==> src/rtl/pb_event_pkg.sv <==
// Shared types and default timing constants for the push-button event decoder.
package pb_event_pkg;

   // Decoder FSM states, with an explicit encoding.
   typedef enum logic [1:0] {
      ST_IDLE  = 2'd0,
      ST_PRESS = 2'd1,
      ST_LONG  = 2'd2
   } pb_state_t;

   localparam int DEF_LONG_PRESS_CYCLES = 100;
   localparam int DEF_REPEAT_CYCLES     = 20;

   // Larger of two ints. Used to size the shared hold counter.
   function automatic int max_int(input int a, input int b);
      return (a > b) ? a : b;
   endfunction

endpackage

==> src/rtl/pb_hold_timer.sv <==
// Clearable up-counter with a run-time terminal value. The decoder uses one
// instance for both the long-press hold and the auto-repeat period.
module pb_hold_timer #(
   parameter int CNT_WIDTH = 3
) (
   input  logic                 clk,
   input  logic                 rst,
   input  logic                 clear,
   input  logic                 enable,
   input  logic [CNT_WIDTH-1:0] term_value,
   output logic                 terminal
);

   logic [CNT_WIDTH-1:0] count;

   // Count register: clear wins over enable, so the count never wraps.
   always_ff @(posedge clk) begin
      // NOTE: sequential state uses non-blocking assignments so every register samples pre-edge values.
      if (rst)
         count <= '0;
      else if (clear)
         count <= '0;
      else if (enable)
         count <= count + 1'b1;
   end

   assign terminal = (count == term_value);

endmodule

==> src/rtl/pb_event_decoder.sv <==
// Push-button event decoder: turns the debounced level into one-cycle press,
// release, long-press and auto-repeat pulses, plus a held level.
// Auto-repeat is built only when the macro PB_EVENT_REPEAT_EN is defined;
// otherwise repeat_pulse is tied to 0 and LONG holds the counter at 0.
module pb_event_decoder
   import pb_event_pkg::*;
#(
   parameter int LONG_PRESS_CYCLES = DEF_LONG_PRESS_CYCLES,
   parameter int REPEAT_CYCLES     = DEF_REPEAT_CYCLES,
   parameter int CNT_WIDTH         = $clog2(max_int(LONG_PRESS_CYCLES, REPEAT_CYCLES))
) (
   input  logic clk,
   input  logic rst,
   input  logic pb_debounced,
   output logic press_pulse,
   output logic release_pulse,
   output logic long_press_pulse,
   output logic repeat_pulse,
   output logic held
);

   localparam logic [CNT_WIDTH-1:0] LONG_TERM = CNT_WIDTH'(LONG_PRESS_CYCLES - 1);

   pb_state_t            state_q, state_d;
   logic                 cnt_clear, cnt_enable, cnt_terminal;
   logic [CNT_WIDTH-1:0] term_value;
   logic                 press_d, release_d, long_d;

`ifdef PB_EVENT_REPEAT_EN
   localparam logic [CNT_WIDTH-1:0] REPEAT_TERM = CNT_WIDTH'(REPEAT_CYCLES - 1);
   logic repeat_d;
   logic repeat_q;

   // The single counter times the hold in PRESS and the repeat period in LONG.
   assign term_value   = (state_q == ST_LONG) ? REPEAT_TERM : LONG_TERM;
   assign repeat_pulse = repeat_q;
`else
   assign term_value   = LONG_TERM;
   assign repeat_pulse = 1'b0;
`endif

   pb_hold_timer #(.CNT_WIDTH(CNT_WIDTH)) u_timer (
      .clk        (clk),
      .rst        (rst),
      .clear      (cnt_clear),
      .enable     (cnt_enable),
      .term_value (term_value),
      .terminal   (cnt_terminal)
   );

   // Next-state and next-output logic; release outranks any terminal count.
   always_comb begin
      // NOTE: every combinational output gets a default first so no path infers a latch.
      state_d    = state_q;
      cnt_clear  = 1'b0;
      cnt_enable = 1'b0;
      press_d    = 1'b0;
      release_d  = 1'b0;
      long_d     = 1'b0;
`ifdef PB_EVENT_REPEAT_EN
      repeat_d   = 1'b0;
`endif
      case (state_q)
         ST_IDLE: begin
            cnt_clear = 1'b1;
            if (pb_debounced) begin
               state_d = ST_PRESS;
               press_d = 1'b1;
            end
         end
         ST_PRESS: begin
            if (!pb_debounced) begin
               state_d   = ST_IDLE;
               release_d = 1'b1;
               cnt_clear = 1'b1;
            end else if (cnt_terminal) begin
               state_d   = ST_LONG;
               long_d    = 1'b1;
               cnt_clear = 1'b1;
            end else begin
               cnt_enable = 1'b1;
            end
         end
         ST_LONG: begin
            if (!pb_debounced) begin
               state_d   = ST_IDLE;
               release_d = 1'b1;
               cnt_clear = 1'b1;
            end else begin
`ifdef PB_EVENT_REPEAT_EN
               if (cnt_terminal) begin
                  repeat_d  = 1'b1;
                  cnt_clear = 1'b1;
               end else begin
                  cnt_enable = 1'b1;
               end
`else
               cnt_clear = 1'b1;
`endif
            end
         end
         default: begin
            state_d   = ST_IDLE;
            cnt_clear = 1'b1;
         end
      endcase
   end

   // State and registered outputs; reset silences every pulse on its edge.
   always_ff @(posedge clk) begin
      if (rst) begin
         state_q          <= ST_IDLE;
         press_pulse      <= 1'b0;
         release_pulse    <= 1'b0;
         long_press_pulse <= 1'b0;
         held             <= 1'b0;
`ifdef PB_EVENT_REPEAT_EN
         repeat_q         <= 1'b0;
`endif
      end else begin
         state_q          <= state_d;
         press_pulse      <= press_d;
         release_pulse    <= release_d;
         long_press_pulse <= long_d;
         held             <= (state_d == ST_LONG);
`ifdef PB_EVENT_REPEAT_EN
         repeat_q         <= repeat_d;
`endif
      end
   end

endmodule

==> config.mk <==
export PLATFORM = sky130hd
export DESIGN_NAME = pb_event_decoder
export DESIGN_NICKNAME = d
export VERILOG_FILES = /design/src/rtl/pb_event_pkg.sv /design/src/rtl/pb_hold_timer.sv /design/src/rtl/pb_event_decoder.sv
export SDC_FILE = /design/constraint.sdc
export NUM_CORES = 1
export LEC_CHECK = 0
export BUFFER_PORTS_ARGS = -buffer_cell sky130_fd_sc_hd__buf_2
export CORE_MARGIN = 8
export CORE_UTILIZATION = 35
export CTS_BUF_LIST = sky130_fd_sc_hd__clkbuf_16
export DETAILED_ROUTE_END_ITERATION = 10
export SETUP_SLACK_MARGIN = 0.15
export SYNTH_ARGS = -nofsm -noshare
export SYNTH_HDL_FRONTEND = slang
export SYNTH_HIERARCHICAL = 1
export SYNTH_SLANG_ARGS = --single-unit
==> constraint.sdc <==
create_clock -name clk -period 1.79 [get_ports clk]
set_input_delay 0.4475 -clock clk [delete_from_list [all_inputs] [get_ports clk]]
set_output_delay 0.4475 -clock clk [all_outputs]
set_load 0.01 [all_outputs]
# Yosys cells after proc, flatten, opt, wreduce, memory -nomap -nowiden
# Index checks and enable logic that the tools add are counted.
# op_classes
n_mul,0
addsub,1
n_div,0
muxes,13
n_eq_ne,4
order_cmp,0
reduce_logical,6
bitwise_logic,4
n_shift,0
# ops
cell,count
2-to-1 mux 1 bit,8
2-to-1 mux 2 bit,4
OR reduction 2 bit,4
"adder 7 x 1 -> 7 bit, second input constant",1
"== test 7 bit, second input constant",1
one-hot mux 2 bit (3 select lines),1
"== test 2 bit, second input constant",2
NOT 1 bit,4
OR reduction 3 bit,1
"== test 2 x 1 -> 1 bit, second input constant",1
zero test 2 bit,1
# totals
wordCells,34
regBits,13
memories,0
mem_bits_ro,0
latch_bits,0
ramBits,0

# Depth between registers and ports, before layout
# Gate-level depths: netlist (run 1).
# logic_depth
depth_word,5
depth_mapped,7

# Cells and area by module
# Netlist (run 1), hierarchy kept.
# modules_own_cells
module,area_per_inst_um2,instances,cells_per_inst
pb_hold_timer,356.6,1,40
pb_event_decoder,334.1,1,34

# Worst setup path after synthesis (run 1)
# No wires, ideal clock.
# synth_timing
path_kind,register -> register
startpoint,reg u_timer.count[0]
endpoint,reg u_timer.count[0]
setup_time_ns,0.122
path_slack_ns,0.168
required_time_ns,1.668
t_arrival_ns,1.500
period_less_slack_ns,1.622
path_stages_with_launch,8
cell_sequence,dfxtp_1 -> xnor2_1 -> nand4_1 -> nor4_1 -> nand3b_4 -> or2_2 -> clkbuf_1 -> nor2_1
# synth_between
elab_chain_len,5
# synth_rtl
element,line,rtl
"start, declared",pb_hold_timer.sv:14,logic [CNT_WIDTH-1:0] count;
"start signal, assigned",pb_hold_timer.sv:24,count <= count + 1'b1;
== test 7 bit,pb_hold_timer.sv:27,assign terminal = (count == term_value);
via cnt_terminal,pb_event_decoder.sv:25,"logic cnt_clear, cnt_enable, cnt_terminal;"
2-to-1 mux 1 bit,pb_event_decoder.sv:76,end else if (cnt_terminal) begin
2-to-1 mux 1 bit,pb_event_decoder.sv:72,if (!pb_debounced) begin
2-to-1 mux 1 bit,-,
via cnt_clear,pb_event_decoder.sv:25,
OR reduction 2 bit (no line),-,
# The timed path passes the listed nets, and every way through them passes these cells.
# A chain may end at the register's enable or synchronous reset.

# Final worst setup path (run 1)
# layout_timing
startpoint,reg u_timer.count[1]
endpoint,reg u_timer.count[6]
# layout_rtl
element,line,rtl
== test 7 bit,pb_hold_timer.sv:27,
via cnt_terminal,pb_event_decoder.sv:25,
2-to-1 mux 1 bit,pb_event_decoder.sv:76,
2-to-1 mux 1 bit,pb_event_decoder.sv:72,
2-to-1 mux 1 bit,pb_event_decoder.sv:63,case (state_q)
via cnt_enable,pb_event_decoder.sv:25,
# The timed path passes the listed nets, and every way through them passes these cells.

==> summary.txt, run 1 <==
Run status
  • Status: finished, final reports clean

Floorplan
  • Core box area: 1902 µm²
  • Die Y: about 60 µm
  • Num ports: 8
  • Die Area: 3651 µm²
  • Die X: 60.42 µm
  • Starting Density: 0.3632
  • # rows: 16

Synthesis
  • Mapped Area: between 600 and 700 µm²
  • Yosys warnings: 6
  • Predominant post-synthesis flop cell: dfxtp_1
  • Distinct cells, synth: 26
  • Synth Area per Inst: 9.333 µm²
  • Ys async rst share: 0
  • Post-Syn Instances: 74
  • Seq/Total Area, Yosys: 0.3768
  • EDFF count, synth: 0
  • Synth Register Bits: 13

Route
  • Initial DRC Count: 6
  • Post-Route WL: 1391 µm
  • Remaining antenna violation count: 0
  • Pre-antenna DRT Iters: 3
  • Via density: around 4.5
  • Vias: 548
  • Drt wl/cell: roughly 11 µm
  • Residual DRC: 0

Global routing
  • First-pass GRT wire length: 2366 µm
  • Grt ovf: 0
  • Initial antenna violation count: 0
  • Vias in the first global route: 587
  • Pin count of the biggest net entering global routing: 9
  • GRT Total Usage: 0.09150

CTS
  • Clk_lat worst skew: 0.25 ns
  • Sinks on Clock Net: 13
  • Max clock buf depth: 2
  • CTS Buf Count: 3
  • Hold buffer count at CTS: 0
  • TritonCTS clock tree: built
  • CTS root buffer: clkbuf_16
  • Clk slew on worst S/H paths: around 0.050 ns
  • Htree depth: 1

Cells and area
  • Non-Filler Instances: between 100 and 150
  • Final instance area: 959.7 µm²
  • Post-layout util: 0.5046
  • Area grow syn2layout: 38.95%
  • Diodes inserted: 0
  • Fin nets: 106
  • Layout cells sized above 1: 0.3542

Timing
  • Final count of negative-setup-slack endpoints: 0
  • Final hold vios: 0
  • Tmin final: 1.597 ns
  • Final TNS setup: 0 ns
  • Fmax: 626.3 MHz
  • Final Cycle Share: 0.8919
  • Final slew viol count: 0
  • Worst Skew: 0.002406 ns
  • Unrepaired setup endpoints after global routing: yes

Pwr
  • Total Power: 0.8034 mW
  • Lkg Pwr: 0.4098 nW
  • PwrDens: 837.1 nW/µm²
  • VDD IR max: ~0.44 mV

Job
  • Max Cap Viol: 0

Hold path
  • Worst hold-check path type: input pin to flop

Placement
  • Placed cell count: 117
  • Placed cell areas: 807.0 µm²
  • Port Buffers: 6
  • Routability cong.: about 0.76
  • Dpl hpwl: 969.1 µm

Setup path
  • Worst EP required: 1.97 ns
  • CP max FO: 4
  • Kind of critical path: flop to flop
  • CP Capture Type: flop
  • Data arrival, critical path: 1.77 ns
  • Setup crit start kind: flop
==> area by class of cell <==
| type | instances | area [µm²] |
|---|---|---|
| Multi-Input combinational cell | 62 | 473.0 |
| Clock inverter | 1 | 5.005 |
| Timing Repair Buffer | 15 | 97.59 |
| Clock buffer | 3 | 75.07 |
| Inverter | 2 | 7.507 |
| Sequential cell | 13 | 267.8 |
| Fill cell | 167 | 942.2 |
| Tap cell | 27 | 33.78 |
==> report_power, final <==
part	switching, mW	internal [mW]
Sequential	0.00324	0.294
Clock	0.130	0.298
Combinational	0.0431	0.0352
==> per-stage QoR <==
stage | setup WS, ns | hold slack (ns)
after global placement | 0.07287 | 0.4845
after global routing | 0.04342 | 0.4575
after floorplan | 0.1677 | 0.4697
after CTS | 0.1618 | 0.4388
final | 0.1934 | 0.4446
after detailed placement | 0.03477 | 0.4976
==> critical path: stages, from the launching register on <==
cell and delay, ns:
dfxtp_4 0.35, xnor2_2 0.13, nand4_1 0.10, nor4_2 0.06
buf_4 0.16, nor2_4 0.10, nand4_1 0.12, or3_1 0.36
a21oi_1 0.14
==> cell usage in the layout (no fill, tap or decap) <==
| cell type | netlist | final |
|---|---|---|
| dfxtp_1 | 13 | 9 |
| buf_4 | 1 | 9 |
| conb_1 | 2 | 8 |
| nor2_1 | 8 | 7 |
| ha_1 | 6 | 6 |
| buf_2 | 0 | 6 |
| xor2_1 | 6 | 6 |
| a21oi_1 | 5 | 5 |
| nand2_1 | 4 | 4 |
| xnor2_2 | 0 | 4 |
| clkbuf_16 | 0 | 3 |
| nand4_1 | 3 | 3 |
| dfxtp_2 | 0 | 3 |
| inv_1 | 2 | 2 |
| o21ai_0 | 3 | 2 |
| or3_1 | 2 | 2 |
| nand3b_4 | 1 | 1 |
| nor2_4 | 0 | 1 |
| nand2_2 | 1 | 1 |
| and4b_1 | 1 | 1 |
| nor3b_1 | 1 | 1 |
| nand2b_1 | 1 | 1 |
| a221oi_2 | 1 | 1 |
| nor4_1 | 2 | 1 |
| nor3_1 | 1 | 1 |
| nor2b_1 | 1 | 1 |
| clkinv_2 | 0 | 1 |
| xnor2_1 | 5 | 1 |
| nor4_2 | 0 | 1 |
| or2_4 | 0 | 1 |
| mux2i_1 | 1 | 1 |
| o21ai_2 | 0 | 1 |
| dfxtp_4 | 0 | 1 |
==> state kept, by name, summed over array words and instances, names as in the netlist <==
register	flops
press_pulse	1
u_timer/count	7
release_pulse	1
held	1
long_press_pulse	1
state_q	2
==> final timing paths <==
kind	startpoint	endpoint	slack [ns]	cells after the start
worst max-delay path	u_timer/count[1]	u_timer/count[6]	0.19	8
worst min-delay path	rst	press_pulse	0.44	2
worst max register to register	u_timer/count[1]	u_timer/count[6]	0.19	8
worst min register to register	u_timer/count[6]	u_timer/count[6]	0.50	2
==> cells in the mapped netlist, types with 2 or more instances <==
library cell  instances  area share
dfxtp_1              13        0.38
nor2_1                8       0.043
ha_1                  6        0.11
xor2_1                6       0.076
a21oi_1               5       0.036
xnor2_1               5       0.063
nand2_1               4       0.022
nand4_1               3       0.027
o21ai_0               3       0.022
conb_1                2       0.011
inv_1                 2       0.011
nor4_1                2       0.018
or3_1                 2       0.018
==> logic make-up after synthesis <==
family	Yosys count	share of synthesized area
and+or+nand+nor	27	0.2265
muxes	1	0.01449
other	2	0.01087
xor gates and xnor gates	11	0.1395
AOI/OAI and AO/OA	9	0.07969
adders and majority gates	6	0.1087
buffers and inverters	5	0.04348
DFF	13	0.3768
==> metal layers <==
layer  track usage  wire length, µm
met5             0                0
met4       0.09967               68
met3       0.02542               44
met2        0.1463              712
met1       0.08981              565
==> what timing repair did <==
| item | CTS | global route |
|---|---|---|
| pin swaps | 2 | 12 |
| resized for setup | 2 | 13 |
| setup buffers | 2 | 0 |
| endpoints found under the setup margin | 2 | 9 |
Note: power is estimated with default switching activity, not from simulation.
==> run 2, diff against run 1 <==
--- a/config.mk
+++ b/config.mk
@@ -5,9 +5,10 @@
 export SDC_FILE = /design/constraint.sdc
 export NUM_CORES = 1
 export LEC_CHECK = 0
+export ABC_AREA = 1
 export BUFFER_PORTS_ARGS = -buffer_cell sky130_fd_sc_hd__buf_2
 export CORE_MARGIN = 8
-export CORE_UTILIZATION = 35
+export CORE_UTILIZATION = 40
 export CTS_BUF_LIST = sky130_fd_sc_hd__clkbuf_16
 export DETAILED_ROUTE_END_ITERATION = 10
 export SETUP_SLACK_MARGIN = 0.15
==> run 2 against run 1 <==
  * Total power down 2.5%
  * Synthesized cell count rose by 65%
  * Clock skew is essentially flat
  * First-iteration DRC count up 120%
  * Non-clock buffer count shrank 8
  * Sequential cell count unchanged
  * Combinational power decreased by 10%
  * Hold slack gained 0.024 ns
==> summary.txt, run 2 <==
CTS
  • CTS root buffer: clkbuf_16
  • Htree depth: 1
  • TritonCTS clock tree: built
  • Sinks on Clock Net: 13
  • Clk_lat worst skew: 0.24 ns
  • CTS Buf Count: 3
  • Setup Buffers After CTS: 0
  • Clk slew on worst S/H paths: ~0.040 ns
  • Max clock buf depth: 2

Global routing
  • Pin count of the biggest net entering global routing: 8
  • GRT Total Usage: 0.08888
  • First-pass GRT wire length: 2332 µm
  • Grt met2 use: 0.1323
  • Vias in the first global route: 592
  • Top Usage Layer GRT: met2
  • Grt met1 use: 0.1002
  • Grt ovf: 0
  • Initial antenna violation count: 0
  • Met3 global-route usage: 0.03011

Cells and area
  • Area grow syn2layout: 25.89%
  • Max reg flops: 7
  • Commonest non-fill, non-tap cell in the layout: nand2_1
  • Diodes inserted: 0
  • Commonest cells after routing, fill and taps aside: nand2_1 (35), inv_1 (23), nor2_1 (17)
  • Layout cells sized above 1: 0.1181
  • Biggest register: u_timer/count
  • Fin nets: 154
  • Final instance area: roughly 970 µm²
  • Biggest regs: u_timer/count x7, state_q x2

Route
  • Vias: 684
  • Drt wl/cell: 7.848 µm
  • Initial DRC Count: 13
  • Via density: 4.000
  • Residual DRC: 0
  • Remaining antenna violation count: 0
  • Post-Route WL: roughly 1300 µm
  • Pre-antenna DRT Iters: 4

Synthesis
  • Top-count cell post-synth: nand2_1
  • Synth Area per Inst: 6.338 µm²
  • Predominant post-synthesis flop cell: dfxtp_1
  • EDFF count, synth: 0
  • Area contributors post-synth: dfxtp_1 (34%), nand2_1 (17%), inv_1 (11%), ha_1 (9.7%), nor2_1 (8.7%)
  • Post-Syn Instances: 122
  • Ys async rst share: 0
  • Distinct cells, synth: 17
  • Seq/Total Area, Yosys: 0.3366
  • Yosys top cell by area: dfxtp_1
  • Post-synth top area share: 0.3366
  • Yosys warnings: 6
  • Post-synth top cells: nand2_1 (35), inv_1 (22), nor2_1 (18), dfxtp_1 (13), a21oi_1 (8)
  • Synth Register Bits: 13
  • Mapped Area: between 700 and 800 µm²

Setup path
  • Kind of critical path: flop to flop
  • Setup crit start kind: flop
  • CP Capture Type: flop
  • Worst EP required: between 1.5 and 2 ns
  • CP max FO: 5
  • Data arrival, critical path: 1.64 ns

Placement
  • Dpl hpwl: 1037 µm
  • Routability cong.: 0.7488
  • Placed cell areas: 882.1 µm²
  • Port Buffers: 6

Floorplan
  • # rows: 16
  • Die Y: roughly 60 µm
  • Starting Density: 0.4109
  • Num ports: 8
  • Die X: 59.97 µm
  • Die Area: around 3600 µm²
  • Core box area: around 1900 µm²

Timing
  • Tmin final: 1.501 ns
  • Final count of negative-setup-slack endpoints: 0
  • Final slew viol count: 0
  • Fmax: 666.3 MHz
  • Worst Skew: 0.002332 ns
  • Final TNS setup: 0 ns
  • Final Cycle Share: 0.8385
  • Unrepaired setup endpoints after global routing: yes
  • Final hold vios: 0

Hold path
  • Worst hold-check path type: input pin to flop

Pwr
  • PwrDens: 804.3 nW/µm²
  • VDD IR max: between 0.4 and 0.5 mV
  • Lkg Pwr: 0.4732 nW

Run status
  • Status: finished, final reports clean

Job
  • Max Cap Viol: 0
-- run 2: cell types whose count changed after synthesis, moves of 3 or more --
| cell | previous run | this run |
|---|---|---|
| xor2_1 | 6 | 0 |
| inv_1 | 2 | 22 |
| nor2_1 | 8 | 18 |
| xnor2_1 | 5 | 1 |
| a21oi_1 | 5 | 8 |
| nand4_1 | 3 | 0 |
| nand3_1 | 0 | 5 |
| nand2_1 | 4 | 35 |
-- run 2: layout make-up --
class,count,area (µm²)
Fill cell,198,908.4
Multi-Input combinational cell,98,475.5
Sequential cell,13,265.3
Inverter,22,82.58
Clock buffer,3,75.07
Timing Repair Buffer,7,37.54
Tap cell,27,33.78
Clock inverter,1,3.754
-- run 2: cell families (layout without fill, tap and decap cells) --
family / after synthesis / count (layout) / share of synthesized area
and+or+nand+nor: 63 / 63 / 0.3333
DFF: 13 / 13 / 0.3366
other: 2 / 14 / 0.009712
buffers and inverters: 23 / 33 / 0.1165
xor gates and xnor gates: 1 / 1 / 0.01133
AOI/OAI and AO/OA: 14 / 14 / 0.09547
adders and majority gates: 6 / 6 / 0.09708
-- run 2: final timing paths --
kind | from | to | slack, ns | cells past startpoint
min | rst | state_q[0] | 0.47 | 2
max reg2reg | u_timer/count[3] | u_timer/count[5] | 0.29 | 12
max | u_timer/count[3] | u_timer/count[5] | 0.29 | 12
min reg2reg | u_timer/count[6] | u_timer/count[6] | 0.50 | 2
-- run 2: metrics by stage --
step / std cells / total power, mW / setup slack (ns) / util / hold slack [ns]
final: 171 / 0.7829 / 0.2891 / 0.5173 / 0.4691
after global routing: 171 / 0.8147 / 0.1189 / 0.5173 / 0.4903
after CTS: 171 / 0.7974 / 0.2173 / 0.5106 / 0.4493
after detailed placement: 167 / 0.3723 / 0.2290 / 0.4688 / 0.5159
after global placement: 167 / 0.3722 / 0.2559 / 0.4688 / 0.5140
after floorplan: 134 / 0.3555 / 0.1998 / - / 0.4768
-- run 2: critical path, cell delays in order, from the launching register on --
cell and delay [ns]:
dfxtp_4 0.35, inv_1 0.05, nand2_1 0.05, nand2_1 0.05
nand3_1 0.11, nor2_2 0.06, nor3_1 0.17, buf_4 0.16
nand2_1 0.05, nor2_1 0.13, nand3_1 0.09, nand2_1 0.07
nor2_1 0.03
-- run 2: where the power goes --
| part | internal [mW] | switching [mW] | total (mW) |
|---|---|---|---|
| sequential | 0.294 | 0.00355 | 0.298 |
| clock | 0.294 | 0.121 | 0.415 |
| combinational | 0.0256 | 0.0448 | 0.0704 |
-- run 2: timing repair --
item / in CTS / in global routing
setup endpoints to repair: 0 / 7
hold endpoints to repair: 0 / 0
gates resized for setup: 0 / 5
hold buffers: 0 / 0
-- run 2: routing by layer --
layer,share of wire,vias to the layer above
li1,-,394
met1,0.49,278
met2,0.43,7
met3,0.042,5
met4,0.034,0
met5,0,-
==> run 3, diff against run 2 <==
==> constraint.sdc (replaced) <==
create_clock -name clk -period 1.6 [get_ports clk]
set_input_delay 0.4 -clock clk [delete_from_list [all_inputs] [get_ports clk]]
set_output_delay 0.4 -clock clk [all_outputs]
set_load 0.01 [all_outputs]
==> run 3 against run 2 <==
  * Hold slack worse by 0.050 ns
  * Largest power group unchanged
  * Count of clock-buffer cells in the layout stayed put
  * Utilization increased by 5.1 points
  * Total power up 14%
==> summary.txt, run 3 (synthesis gave the netlist of run 2 again) <==
Setup path
  • Reg2reg end: u_timer/count[2]
  • CP top delay family: simple AND/OR/NAND/NOR gates
  • CP cell instances: nand2_1 -> inv_1 -> nor2_1 -> nor2_1 -> nand2_1 -> nor2_4 -> nor3_4 -> nand2_2 -> buf_4 -> o21ai_2 -> a21oi_1
  • Worst Path Buf+Inv: 2
  • Setup crit start kind: flop
  • CP Depth: 11
  • CP Capture Type: flop
  • R2R cell count: 11
  • Worst EP required: 1.73 ns
  • Worst r2r src: u_timer/count[0]
  • Data arrival, critical path: approximately 1.6 ns
  • Kind of critical path: flop to flop
  • Worst path max stage delay: 0.33 ns
  • CP max FO: 5
  • R2r setup slk: 0.12 ns
  • Slowest-stage cell, CP: dfxtp_2

Route
  • Post-Route WL: roughly 1500 µm
  • Residual DRC: 0
  • Via density: 4.145
  • Initial DRC Count: 10
  • Vias: 742
  • Drt wl/cell: a little over 8 µm
  • Remaining antenna violation count: 0
  • Pre-antenna DRT Iters: 4

CTS
  • Max clock buf depth: 2
  • Clk_lat worst skew: about 0.24 ns
  • CTS Buf Count: 3
  • Htree depth: 1
  • Clk slew on worst S/H paths: 0.04 ns
  • TritonCTS clock tree: built
  • CTS root buffer: clkbuf_16
  • Sinks on Clock Net: 13

Global routing
  • GRT Total Usage: 0.09641
  • Grt ovf: 0
  • Initial antenna violation count: 0
  • Pin count of the biggest net entering global routing: 8
  • First-pass GRT wire length: 2539 µm
  • Vias in the first global route: 661

Placement
  • Routability cong.: 0.7694
  • Port Buffers: 6
  • Dpl hpwl: 1081 µm

Cells and area
  • Area grow syn2layout: 38.35%
  • Fin nets: approximately 160
  • Commonest non-fill, non-tap cell in the layout: nand2_1
  • Fill cells: 209
  • FF/Latch Area: 262.8 µm²
  • Diodes inserted: 0
  • Commonest cells after routing, fill and taps aside: nand2_1 (35), inv_1 (21), nor2_1 (16)
  • Biggest register: u_timer/count
  • Post-layout util: 0.5685
  • Multi-input logic area: 511.7 µm²
  • Max reg flops: 7
  • Layout cells sized above 1: 0.2171
  • Biggest regs: u_timer/count x7, state_q x2

Pwr
  • VDD IR max: 0.5081 mV
  • PwrDens: 832.1 nW/µm²
  • Lkg Pwr: roughly 0.52 nW

Timing
  • Final count of negative-setup-slack endpoints: 0
  • Final Cycle Share: 0.9244
  • Tmin final: 1.479 ns
  • Final slew viol count: 0
  • Fmax: roughly 680 MHz
  • Unrepaired setup endpoints after global routing: yes
  • Worst Skew: 0.002366 ns
  • Final hold vios: 0
  • Final TNS setup: 0 ns

Floorplan
  • Die Area: between 3000 and 4000 µm²
  • Starting Density: 0.4109
  • # rows: 16
  • Die X: around 60 µm
  • Die Y: ~60 µm
  • Num ports: 8
  • Core box area: 1882 µm²

Job
  • Max Cap Viol: 0

Hold path
  • Hold path cells: 2
  • Hold Path End: state_q[0]
  • Hold Startpoint: rst
  • Worst hold-check path type: input pin to flop

Run status
  • Status: finished, final reports clean
-- run 3: cell count changes in the layout (fill, tap and decap cells not counted), moves of 2 or more --
cell / change
o21ai_2: +2
nand3_2: +2
nand3_1: -2
inv_1: -2
o21ai_0: -2
buf_4: +8
-- run 3: power by group --
group	total [mW]	internal, mW	switching, mW
Combinational	0.0912	0.0348	0.0564
Clock	0.464	0.329	0.135
Sequential	0.335	0.331	0.00412
-- run 3: how the worst max path moves through the flow --
stage | start | to
6_report | u_timer/count[0] | u_timer/count[2]
3_5_place_dp | pb_debounced | u_timer/count[6]
3_3_place_gp | pb_debounced | u_timer/count[6]
2_1_floorplan | state_q[1] | u_timer/count[6]
4_1_cts | u_timer/count[6] | u_timer/count[6]
5_1_grt | u_timer/count[0] | u_timer/count[6]
-- run 3: metal layers --
layer | wire (µm) | global-route usage | up-vias
met4 | 48 | 0.08163 | 0
met3 | 51 | 0.03441 | 4
met5 | 0 | 0 | -
li1 | - | - | 410
met2 | 706 | 0.1600 | 7
met1 | 665 | 0.09314 | 321
-- run 3: stage by stage --
step | total power [mW] | instances | instance area (µm²) | worst slack, ns | hold slack [ns]
CTS | 0.8944 | 176 | 1027 | 0.1419 | 0.4190
floorplan | 0.3992 | 134 | 823.3 | 0.1873 | 0.4715
detailed placement | 0.4187 | 172 | 924.6 | 0.04495 | 0.4753
global placement | 0.4185 | 172 | 924.6 | 0.08257 | 0.4616
finish | 0.8901 | 179 | 1070 | 0.1210 | 0.4193
global route | 0.9245 | 179 | 1070 | -0.05335 | 0.4308
-- run 3: cell type report --
| class | count | share of cell area |
|---|---|---|
| Tap cell | 27 | 0.03158 |
| Timing Repair Buffer | 15 | 0.09123 |
| Clock inverter | 1 | 0.003509 |
| Multi-Input combinational cell | 98 | 0.4784 |
| Sequential cell | 13 | 0.2456 |
| Inverter | 22 | 0.07953 |
| Clock buffer | 3 | 0.07018 |
-- run 3: repair_timing --
action                                  4_1_cts  5_1_grt
buffers inserted                              0        3
gates resized for setup                       5       11
endpoints found under the setup margin        8        9
hold buffers                                  0        0
pin swaps                                     0        5
